==> src/rtl/cache_miss_ctrl_if.sv <==
// Processor-side request/response bus of the cache miss controller.
// The processor is the master; the controller is the slave.
interface cache_miss_ctrl_if #(
    parameter int ADDR_W = 5,
    parameter int DATA_W = 8
);
    logic              req_valid;
    logic              req_ready;
    logic [ADDR_W-1:0] req_addr;
    logic              req_wren;
    logic [DATA_W-1:0] req_wdata;
    logic              resp_valid;
    logic [DATA_W-1:0] resp_rdata;
    logic              resp_hit;
    logic              resp_err;

    modport master (
        output req_valid, req_addr, req_wren, req_wdata,
        input  req_ready, resp_valid, resp_rdata, resp_hit, resp_err
    );

    modport slave (
        input  req_valid, req_addr, req_wren, req_wdata,
        output req_ready, resp_valid, resp_rdata, resp_hit, resp_err
    );
endinterface

==> src/rtl/cache_miss_ctrl.sv <==
// Sequences one processor request at a time through the cache: probe, read-miss
// fill from main memory, write-through, with saturating hit/miss counters.
module cache_miss_ctrl #(
    parameter int ADDR_W      = 5,
    parameter int DATA_W      = 8,
    parameter int MEM_TIMEOUT = 255,
    parameter int CNT_W       = 16
) (
    input  logic              clock,
    input  logic              reset,
    cache_miss_ctrl_if.slave  req_if,
    output logic [ADDR_W-1:0] c_addr,
    output logic              c_wren,
    output logic [DATA_W-1:0] c_data_in,
    input  logic              c_hit,
    input  logic [DATA_W-1:0] c_data_out,
    output logic [ADDR_W-1:0] mem_addr,
    output logic              mem_rd,
    output logic              mem_wr,
    output logic [DATA_W-1:0] mem_wdata,
    input  logic [DATA_W-1:0] mem_rdata,
    input  logic              mem_ack,
    output logic [CNT_W-1:0]  hit_count,
    output logic [CNT_W-1:0]  miss_count
);
    localparam logic [2:0] S_IDLE    = 3'd0;
    localparam logic [2:0] S_LOOKUP  = 3'd1;
    localparam logic [2:0] S_COMPARE = 3'd2;
    localparam logic [2:0] S_CWRITE  = 3'd3;
    localparam logic [2:0] S_MEM_RD  = 3'd4;
    localparam logic [2:0] S_FILL    = 3'd5;
    localparam logic [2:0] S_MEM_WR  = 3'd6;
    localparam logic [2:0] S_RESP    = 3'd7;

    // The wait counter starts at 0 in the first memory cycle, so the last
    // permitted waiting cycle is the one where it equals MEM_TIMEOUT-1.
    localparam logic [15:0] TMO_LAST = 16'(MEM_TIMEOUT - 1);

    logic [2:0]        state;
    logic [ADDR_W-1:0] addr_q;
    logic              wren_q;
    logic [DATA_W-1:0] wdata_q;
    logic [DATA_W-1:0] data_q;
    logic              hit_q;
    logic              err_q;
    logic [15:0]       timer_q;

    always_ff @(posedge clock or posedge reset) begin
        if (reset) begin
            state      <= S_IDLE;
            addr_q     <= '0;
            wren_q     <= 1'b0;
            wdata_q    <= '0;
            data_q     <= '0;
            hit_q      <= 1'b0;
            err_q      <= 1'b0;
            timer_q    <= '0;
            hit_count  <= '0;
            miss_count <= '0;
        end else begin
            case (state)
                S_IDLE: begin
                    if (req_if.req_valid) begin
                        addr_q  <= req_if.req_addr;
                        wren_q  <= req_if.req_wren;
                        wdata_q <= req_if.req_wdata;
                        data_q  <= '0;
                        hit_q   <= 1'b0;
                        err_q   <= 1'b0;
                        state   <= S_LOOKUP;
                    end
                end
                S_LOOKUP: state <= S_COMPARE;
                S_COMPARE: begin
                    hit_q   <= c_hit;
                    timer_q <= '0;
                    if (c_hit) begin
                        if (hit_count != '1) hit_count <= hit_count + 1'b1;
                    end else begin
                        if (miss_count != '1) miss_count <= miss_count + 1'b1;
                    end
                    if (wren_q) begin
                        state <= S_CWRITE;
                    end else if (c_hit) begin
                        data_q <= c_data_out;
                        state  <= S_RESP;
                    end else begin
                        state <= S_MEM_RD;
                    end
                end
                S_CWRITE: begin
                    timer_q <= '0;
                    state   <= S_MEM_WR;
                end
                // An ack arriving in the final permitted cycle takes priority over the timeout.
                S_MEM_RD, S_MEM_WR: begin
                    if (mem_ack) begin
                        if (state == S_MEM_RD) begin
                            data_q <= mem_rdata;
                            state  <= S_FILL;
                        end else begin
                            state <= S_RESP;
                        end
                    end else if (timer_q == TMO_LAST) begin
                        err_q <= 1'b1;
                        state <= S_RESP;
                    end else begin
                        timer_q <= timer_q + 16'd1;
                    end
                end
                S_FILL:  state <= S_RESP;
                S_RESP:  state <= S_IDLE;
                default: state <= S_IDLE;
            endcase
        end
    end

    always_comb begin
        req_if.req_ready  = (state == S_IDLE);
        req_if.resp_valid = (state == S_RESP);
        req_if.resp_hit   = (state == S_RESP) && hit_q;
        req_if.resp_err   = (state == S_RESP) && err_q;
        req_if.resp_rdata = '0;
        if (state == S_RESP && !wren_q && !err_q) req_if.resp_rdata = data_q;

        c_addr    = (state == S_IDLE) ? '0 : addr_q;
        c_wren    = (state == S_CWRITE) || (state == S_FILL);
        c_data_in = '0;
        if (state == S_CWRITE) c_data_in = wdata_q;
        if (state == S_FILL)   c_data_in = data_q;

        mem_rd    = (state == S_MEM_RD);
        mem_wr    = (state == S_MEM_WR);
        mem_addr  = (mem_rd || mem_wr) ? addr_q : '0;
        mem_wdata = mem_wr ? wdata_q : '0;
    end
endmodule

==> src/flat_wrapper.sv <==
// flat-port wrapper written by rule: the top's interface ports become plain ports
module cache_miss_ctrl_flat 
#(
    parameter int ADDR_W      = 5,
    parameter int DATA_W      = 8,
    parameter int MEM_TIMEOUT = 255,
    parameter int CNT_W       = 16
)
  (clock, reset, c_addr, c_wren, c_data_in, c_hit, c_data_out, mem_addr, mem_rd, mem_wr, mem_wdata, mem_rdata, mem_ack, hit_count, miss_count, req_if_req_valid, req_if_req_addr, req_if_req_wren, req_if_req_wdata, req_if_req_ready, req_if_resp_valid, req_if_resp_rdata, req_if_resp_hit, req_if_resp_err);
  cache_miss_ctrl_if #(.ADDR_W(ADDR_W), .DATA_W(DATA_W)) req_if_i ();
  input  logic clock;
  input  logic reset;
  output logic [ADDR_W-1:0] c_addr;
  output logic c_wren;
  output logic [DATA_W-1:0] c_data_in;
  input  logic c_hit;
  input  logic [DATA_W-1:0] c_data_out;
  output logic [ADDR_W-1:0] mem_addr;
  output logic mem_rd;
  output logic mem_wr;
  output logic [DATA_W-1:0] mem_wdata;
  input  logic [DATA_W-1:0] mem_rdata;
  input  logic mem_ack;
  output logic [CNT_W-1:0] hit_count;
  output logic [CNT_W-1:0] miss_count;
  input wire logic [$bits(req_if_i.req_valid)-1:0] req_if_req_valid;
  input wire logic [$bits(req_if_i.req_addr)-1:0] req_if_req_addr;
  input wire logic [$bits(req_if_i.req_wren)-1:0] req_if_req_wren;
  input wire logic [$bits(req_if_i.req_wdata)-1:0] req_if_req_wdata;
  output wire logic [$bits(req_if_i.req_ready)-1:0] req_if_req_ready;
  output wire logic [$bits(req_if_i.resp_valid)-1:0] req_if_resp_valid;
  output wire logic [$bits(req_if_i.resp_rdata)-1:0] req_if_resp_rdata;
  output wire logic [$bits(req_if_i.resp_hit)-1:0] req_if_resp_hit;
  output wire logic [$bits(req_if_i.resp_err)-1:0] req_if_resp_err;
  assign req_if_i.req_valid = req_if_req_valid;
  assign req_if_i.req_addr = req_if_req_addr;
  assign req_if_i.req_wren = req_if_req_wren;
  assign req_if_i.req_wdata = req_if_req_wdata;
  assign req_if_req_ready = req_if_i.req_ready;
  assign req_if_resp_valid = req_if_i.resp_valid;
  assign req_if_resp_rdata = req_if_i.resp_rdata;
  assign req_if_resp_hit = req_if_i.resp_hit;
  assign req_if_resp_err = req_if_i.resp_err;
  cache_miss_ctrl #(.ADDR_W(ADDR_W), .DATA_W(DATA_W), .MEM_TIMEOUT(MEM_TIMEOUT), .CNT_W(CNT_W)) u_core (.clock(clock), .reset(reset), .req_if(req_if_i), .c_addr(c_addr), .c_wren(c_wren), .c_data_in(c_data_in), .c_hit(c_hit), .c_data_out(c_data_out), .mem_addr(mem_addr), .mem_rd(mem_rd), .mem_wr(mem_wr), .mem_wdata(mem_wdata), .mem_rdata(mem_rdata), .mem_ack(mem_ack), .hit_count(hit_count), .miss_count(miss_count));
endmodule
==> config.mk <==
export PLATFORM = sky130hd
export DESIGN_NAME = cache_miss_ctrl_flat
export DESIGN_NICKNAME = d
export VERILOG_FILES = /design/src/rtl/cache_miss_ctrl_if.sv /design/src/rtl/cache_miss_ctrl.sv /design/src/flat_wrapper.sv
export SDC_FILE = /design/constraint.sdc
export NUM_CORES = 1
export LEC_CHECK = 0
export CAP_MARGIN = 20
export CORE_AREA = 2 2 95 97
export CTS_BUF_LIST = sky130_fd_sc_hd__clkbuf_8 sky130_fd_sc_hd__clkbuf_16
export DETAILED_ROUTE_END_ITERATION = 8
export DIE_AREA = 0 0 97 99
export GPL_TIMING_DRIVEN = 0
export PLACE_DENSITY = 0.79
export SLEW_MARGIN = 20
export SYNTH_ARGS = -nofsm -noshare
export SYNTH_HDL_FRONTEND = slang
export SYNTH_SLANG_ARGS = --single-unit
==> constraint.sdc <==
create_clock -name clock -period 2.4 [get_ports clock]
set_input_delay 0.24 -clock clock [delete_from_list [all_inputs] [get_ports clock]]
set_output_delay 0.24 -clock clock [all_outputs]
set_load 0.005 [all_outputs]
==> metrics.md, run 1 <==
| Metric | Value |
|---|---|
| Class of the tightest hold or removal check | `input port to asynchronous set/reset pin` |
| Pwr Density | `between 900 and 1000 nW/um^2` |
| Clk sinks | `75` |
| Part of the power in registers | `34.5%` |
| Sequential area share after synthesis | `45.43%` |
| Top post-synthesis cells by area | `sky130_fd_sc_hd__dfrtp_1 (45%), sky130_fd_sc_hd__mux2_2 (6.8%), sky130_fd_sc_hd__xor2_1 (4.9%)` |
| Required time of the critical path | `between 2 and 2.5 ns` |
| Number of hold violations in the final report | `0` |
| Final instance area | `5823 um^2` |
| Outcome | `completed` |
| Syn Nets | `433` |
| Number of clock buffers inserted by TritonCTS | `9` |
| Flop and latch count out of synthesis | `75` |
| Peak clock frequency supported by timing | `428.0 MHz` |
| I/O pins | `108` |
| Critical Path End Type | `output port` |
| Post-DP Area | `5368 um^2` |
| Net switching share of the total power | `32.62%` |
| Post-synthesis cell type with the largest combined area | `sky130_fd_sc_hd__dfrtp_1` |
| Worst setup SP type | `flop` |
| Wire per inst | `17.19 um` |
| Clock tree root driver cell | `sky130_fd_sc_hd__clkbuf_8` |
| Fin crit share | `a little over nine tenths` |
| Predominant post-synthesis flop cell | `sky130_fd_sc_hd__dfrtp_1` |
| Chip Height | `99 um` |
| Via/cell ratio | `5.720` |
| Leakage dissipation | `2.525 nW` |
| Syn-to-layout area delta | `40.94%` |
| Clock power frac | `22.2%` |
| Post-synth EDFFs | `0` |
| Worst slew slack as a fraction of its limit | `60.14%` |
| Total of fill cells in the finished design | `630` |
| Count of standard-cell rows | `34` |
| Min Tclk post-route | `approximately 2.3 ns` |
| Antenna violations before repair | `0` |
| Critical path data arrival time | `~2.1 ns` |
| Die width | `97 um` |
| H-tree levels | `3` |
| Initial Utilization | `48.32%` |
| Clock buffer depth | `2` |
| Total Negative Setup Slacks | `0 ns` |
| Die area | `9603 um^2` |
| Overall routed net length | `between 10 and 15 mm` |
| Total of endpoints with negative setup slack in the final report | `0` |
| Antenna Cells | `0` |
| Total iterations of the first detailed-routing run | `4` |
| Async set-reset flop share out of synthesis | `100.0%` |
| Number of global-route vias before repair | `3586` |
| Port Buffer Count | `about 110` |
| Setup skew after layout | `0.007537 ns` |
| Total routing resource utilization after global routing | `23.14%` |
| CTS hold repair buffers | `0` |
| Cell-internal power | `about 0.0036 W` |
| Global-route wire length before repair | `between 15 and 20 mm` |
| Routed vias | `3672` |
| Clock slew at reported path FFs | `about 0.080 ns` |
| Number of distinct library cells after synthesis | `56` |
| Total Nets Final | `between 500 and 600` |
| Average footprint of a synthesized cell | `10.49 um^2` |
| Max-cap viol count | `0` |
| CP Max Fanout | `10` |
| Top cell type's share of synthesized area | `45.43%` |
| Global-route congestion overflow total | `0` |
| Actual transition at the worst max-transition pin | `0.5946 ns` |
| Placed instance count | `610` |
| Share of cells above drive strength 1 | `17.42%` |
| Post-route antenna net violation count | `0` |
| Kind of critical path | `flop to output port` |
| Worst-Skew Late Latency | `between 0.3 and 0.4 ns` |
| Combined area of all synthesized cells | `4131 um^2` |
| TritonCTS clock tree | `done` |
| Final standard cell count with taps included and fillers excluded | `642` |
| Hold_ws | `0.1762 ns` |
| Global placer's final weighted congestion | `0.8985` |
| Count of pins over their slew limit | `0` |
| YS warnings | `0` |
| HPWL reported at the end of detailed placement | `between 7 and 8 mm` |
| Number of remaining DRC errors | `0` |
| Maximum number of pins on one net before global-route repair | `a little under 60` |
| Gate count of the mapped netlist | `~400` |
| Worst VDD drop | `between 500 and 600 uV` |
| Core area | `8551 um^2` |
| Share of total power in combinational logic | `43.3%` |
| DRC marker count from the first detailed-route iteration | `between 150 and 200` |
| Net load switching power | `around 0.0018 W` |
[power groups by stage]
stage	Combinational, W	Sequential [W]	Clock (W)
floorplan	0.00111	0.00179	0
global placement	0.00197	0.00186	0
detailed placement	0.00202	0.00187	0
CTS	0.00219	0.00186	0.00121
global route	0.00252	0.00189	0.00127
finish	0.00234	0.00186	0.00120
[logic make-up (layout without fill, tap and decap cells)]
group | after synthesis | in the layout | synth area share (%)
buffers and inverters | 28 | 168 | 3.210
AO/OA/AOI/OAI | 76 | 76 | 13.05
multiplexers | 29 | 29 | 7.783
flip-flops | 75 | 75 | 45.43
AND/OR/NAND/NOR | 154 | 154 | 23.38
adder cells (fa/ha/maj) | 4 | 4 | 1.211
XOR/XNOR | 28 | 28 | 5.936
[through the flow]
step,util (%),setup WS (ns),power [W]
6_report,68.10,0.06381,0.005397
5_1_grt,68.10,-0.008468,0.005681
4_1_cts,66.92,0.009734,0.005252
3_5_place_dp,62.77,-0.4739,0.003889
3_3_place_gp,62.42,-1.024,0.003831
2_1_floorplan,-,0.2500,0.002902
[layout by cell type, fill, tap and decap left out, types with 3 or more instances in the layout]
cell type	netlist	final
sky130_fd_sc_hd__or3_1	3	3
sky130_fd_sc_hd__nor4_1	10	10
sky130_fd_sc_hd__mux2i_1	4	4
sky130_fd_sc_hd__nor2_1	6	6
sky130_fd_sc_hd__xor2_1	23	23
sky130_fd_sc_hd__nand2b_1	8	8
sky130_fd_sc_hd__o21ai_0	9	9
sky130_fd_sc_hd__nor2b_1	16	14
sky130_fd_sc_hd__ha_1	4	4
sky130_fd_sc_hd__a31oi_1	3	3
sky130_fd_sc_hd__nor3_2	2	3
sky130_fd_sc_hd__bufinv_16	0	3
sky130_fd_sc_hd__nor3_1	6	5
sky130_fd_sc_hd__clkbuf_8	0	10
sky130_fd_sc_hd__a22oi_1	9	9
sky130_fd_sc_hd__o31ai_1	5	5
sky130_fd_sc_hd__a21oi_1	24	24
sky130_fd_sc_hd__dfrtp_1	75	72
sky130_fd_sc_hd__dfrtp_2	0	3
sky130_fd_sc_hd__clkdlybuf4s50_1	0	105
sky130_fd_sc_hd__clkbuf_1	13	7
sky130_fd_sc_hd__and2_1	21	21
sky130_fd_sc_hd__and4_1	8	8
sky130_fd_sc_hd__xnor2_1	5	5
sky130_fd_sc_hd__nand2_1	18	18
sky130_fd_sc_hd__and3_1	10	9
sky130_fd_sc_hd__inv_1	7	8
sky130_fd_sc_hd__a22o_1	9	9
sky130_fd_sc_hd__or4_1	6	6
sky130_fd_sc_hd__nand3_1	13	13
sky130_fd_sc_hd__mux2_2	25	25
sky130_fd_sc_hd__nand4_1	14	14
sky130_fd_sc_hd__buf_6	0	5
sky130_fd_sc_hd__buf_4	3	18
[critical path, stage by stage (launching register included)]
cell,delay (ns)
sky130_fd_sc_hd__dfrtp_2,0.44
sky130_fd_sc_hd__buf_12,0.14
sky130_fd_sc_hd__nor2b_4,0.11
sky130_fd_sc_hd__clkbuf_4,0.22
sky130_fd_sc_hd__buf_6,0.17
sky130_fd_sc_hd__o21a_1,0.13
sky130_fd_sc_hd__clkdlybuf4s50_1,0.53
[layer usage]
layer  track usage, %  vias to the layer above  routed length, um
li1                 -                     1735                  -
met1            30.89                     1804               4813
met2            37.18                      110               5355
met3            4.539                       23                625
met4            9.642                        0                240
met5                0                        -                  0
[sequential cells by signal (all words and copies together) (netlist names)]
register           cells
u_core.data_q          8
u_core.wdata_q         8
u_core.err_q           1
u_core.addr_q          5
u_core.miss_count     16
u_core.wren_q          1
u_core.timer_q        16
u_core.state           3
u_core.hit_q           1
u_core.hit_count      16
[repair_timing]
item	in CTS	in global routing
setup buffers	7	10
gates cloned	0	0
pin swaps	0	1
setup endpoints to repair	31	22
resized for setup	24	8
[final timing paths]
kind | from | to | slack (ns) | cells past startpoint
max | u_core.state[2] | c_wren | 0.06 | 6
min | reset | u_core.addr_q[1] | 0.18 | 2
max reg2reg | u_core.state[2] | u_core.wdata_q[4] | 0.26 | 7
min reg2reg | u_core.miss_count[7] | u_core.miss_count[7] | 0.50 | 1
max in group asynchronous | reset | u_core.state[1] | 1.65 | 3
min in group clock | req_if_req_wdata[3] | u_core.wdata_q[3] | 0.49 | 2
[cell usage after synthesis, drive strengths merged, types with 6 or more instances]
master / count
xor2: 23
nand4: 14
and2: 21
buf: 8
nand2: 18
nand2b: 8
inv: 7
dfrtp: 75
mux2: 25
nor3: 8
a22o: 9
nor2: 8
or4: 6
a21oi: 26
a22oi: 9
clkbuf: 13
nand3: 14
nor2b: 16
nor4: 11
o21ai: 10
and4: 8
and3: 10
[layout make-up]
| type | instances | area, um^2 | area share [%] |
|---|---|---|---|
| clock inverters | 6 | 105.1 | 1.805 |
| plain buffers | 20 | 138.9 | 2.385 |
| repair buffers | 125 | 1244 | 21.36 |
| clock buffers | 10 | 137.6 | 2.364 |
| well taps | 108 | 135.1 | 2.321 |
| multi-input cells | 291 | 2153 | 36.98 |
| flip-flops and latches | 75 | 1881 | 32.29 |
| inverters | 7 | 28.78 | 0.4942 |
(Power assumes the default switching activity.)
==> inputs of run 2 (changes only) <==
- CTS_CLUSTER_SIZE: default -> 30
- REMOVE_ABC_BUFFERS: default -> 1
==> run 2 against run 1 <==
Critical path depth down 3. Hold slack better by 0.11 ns. Combinational power down 3%. Final area down 2.1%. Flip-flop and latch count unchanged. Register-to-register slack worse by 0.14 ns. Clock-buffer cell count unchanged. Sequential power up 3%. Non-clock buffer count down 20. Die area unchanged. Worst setup slack worse by 0.019 ns. Critical endpoint is now mem_wdata[5]. Largest cell class unchanged. Highest routed layer unchanged.
==> metrics.md, run 2 (synthesis results as in run 1) <==
| Metric | Value |
|---|---|
| Outcome | `completed` |
| Wire per inst | `17.62 um` |
| Routed vias | `around 3600` |
| Worst reg2reg path endpoint | `u_core.data_q[0]` |
| Number of remaining DRC errors | `0` |
| Die area | `9603 um^2` |
| H-tree levels | `3` |
| Worst VDD drop | `532.1 uV` |
| Peak clock frequency supported by timing | `424.6 MHz` |
| Total Nets Final | `548` |
| Core area | `8551 um^2` |
| Total routing resource utilization after global routing | `22.67%` |
| Clock buffer depth | `2` |
| Actual transition at the worst max-transition pin | `0.6667 ns` |
| Port Buffer Count | `between 100 and 150` |
| I/O pins | `108` |
| Critical Path End Type | `output port` |
| Commonest cells after routing, fill and taps aside | `sky130_fd_sc_hd__clkdlybuf4s50_1 (106), sky130_fd_sc_hd__dfrtp_1 (72), sky130_fd_sc_hd__mux2_2 (25)` |
| Total iterations of the first detailed-routing run | `4` |
| Initial Utilization | `between 40% and 50%` |
| Total of endpoints with negative setup slack in the final report | `0` |
| Total of fill cells in the finished design | `650` |
| Number of clock buffers inserted by TritonCTS | `9` |
| Share of cells above drive strength 1 | `16.57%` |
| Clock slew at reported path FFs | `~0.080 ns` |
| Kind of critical path | `flop to output port` |
| Clock tree root driver cell | `sky130_fd_sc_hd__clkbuf_8` |
| Syn-to-layout area delta | `37.95%` |
| Leakage dissipation | `~2.4 nW` |
| Pwr Density | `a little over 900 nW/um^2` |
| Placed instance count | `between 500 and 600` |
| Origin of the critical flop-to-flop path | `u_core.state[2]` |
| TritonCTS clock tree | `done` |
| Worst slew slack as a fraction of its limit | `55.44%` |
| Worst Setup SP | `u_core.state[0]` |
| DRC marker count from the first detailed-route iteration | `around 180` |
| Global-route wire length before repair | `17.99 mm` |
| Setup skew after layout | `0.006216 ns` |
| CTS hold repair buffers | `0` |
| Worst setup SP type | `flop` |
| Unrepaired setup endpoints after global routing | `true` |
| Most frequent standard cell in the layout excluding fill and tap cells | `sky130_fd_sc_hd__clkdlybuf4s50_1` |
| Count of standard-cell rows | `34` |
| Post-route antenna net violation count | `0` |
| Min Tclk post-route | `2.355 ns` |
| Final standard cell count with taps included and fillers excluded | `621` |
| Total Negative Setup Slacks | `0 ns` |
| Antenna violations before repair | `0` |
| HPWL reported at the end of detailed placement | `7.350 mm` |
| Flop2flop setup slack | `about 0.12 ns` |
| Count of pins over their slew limit | `0` |
| Hold_ws | `0.2845 ns` |
| Chip Height | `99 um` |
| CP Max Fanout | `22` |
| PnR Total Power | `0.005244 W` |
| Max-cap viol count | `0` |
| Worst-Skew Late Latency | `0.34 ns` |
| Number of global-route vias before repair | `3633` |
| Overall routed net length | `10.94 mm` |
| Fin crit share | `98.12%` |
| Via/cell ratio | `5.876` |
| Die width | `97 um` |
| Largest registers | `u_core.hit_count: 16 flops, u_core.miss_count: 16 flops, u_core.timer_q: 16 flops` |
| Critical path data arrival time | `2.11 ns` |
| Required time of the critical path | `2.16 ns` |
| Class of the tightest hold or removal check | `input port to asynchronous set/reset pin` |
| Global-route congestion overflow total | `0` |
| Global placer's final weighted congestion | `0.8242` |
| R2R depth | `5` |
| Clk sinks | `75` |
| Antenna Cells | `0` |
| Maximum number of pins on one net before global-route repair | `42` |
| Number of hold violations in the final report | `0` |
[run 2: repair_timing]
item | in CTS | in global routing
setup endpoints to repair | 77 | 25
setup buffers | 7 | 8
resized for setup | 14 | 6
[run 2: final cells by class]
type                       count  area, um^2  area share [%]
clock buffer                  10       137.6           2.415
clock inverter                 5       77.57           1.361
inverter                       7       28.78          0.5049
multi-input combinational    291        2198           38.57
sequential                    75        1886           33.08
tap                          108       135.1           2.371
timing repair buffer         125        1236           21.69
[run 2: per-layer routing]
layer	vias up	share of wire, %	track usage (%)
li1	1684	-	-
met1	1821	42	27.51
met2	124	50	38.57
met3	20	5.5	7.234
met4	0	1.9	7.367
met5	-	0	0
[run 2: per-stage QoR]
stage / instance area, um^2 / setup WS [ns] / utilization (%)
after detailed placement: 5299 / -0.5783 / 61.97
after global placement: 5231 / -1.060 / 61.18
after global routing: 5699 / -0.01210 / 66.65
after floorplan: 4025 / -0.2129 / -
final: 5699 / 0.04501 / 66.65
after CTS: 5612 / 0.007993 / 65.63
[run 2: worst max path at each step]
stage                                end  slack, ns  depth (start not counted)
floorplan             u_core.timer_q[10]      -0.21                          4
global placement      u_core.timer_q[14]      -1.06                          4
detailed placement  req_if_resp_rdata[1]      -0.58                          4
CTS                 req_if_resp_rdata[1]      0.008                          5
global route                mem_wdata[1]      -0.01                          3
finish                      mem_wdata[5]       0.05                          3
[run 2: power breakdown]
part	leakage [nW]	switching [W]	internal, W
logic	1.35	0.000971	0.00129
registers	0.984	0.000345	0.00157
clock network	0.108	0.000469	0.000605
total	2.44	0.00178	0.00346
[run 2: worst max-delay path, stage by stage, from the launching register on]
cell,delay [ns]
sky130_fd_sc_hd__dfrtp_4,0.54
sky130_fd_sc_hd__nor2b_4,0.45
sky130_fd_sc_hd__and3_1,0.23
sky130_fd_sc_hd__clkdlybuf4s50_1,0.54
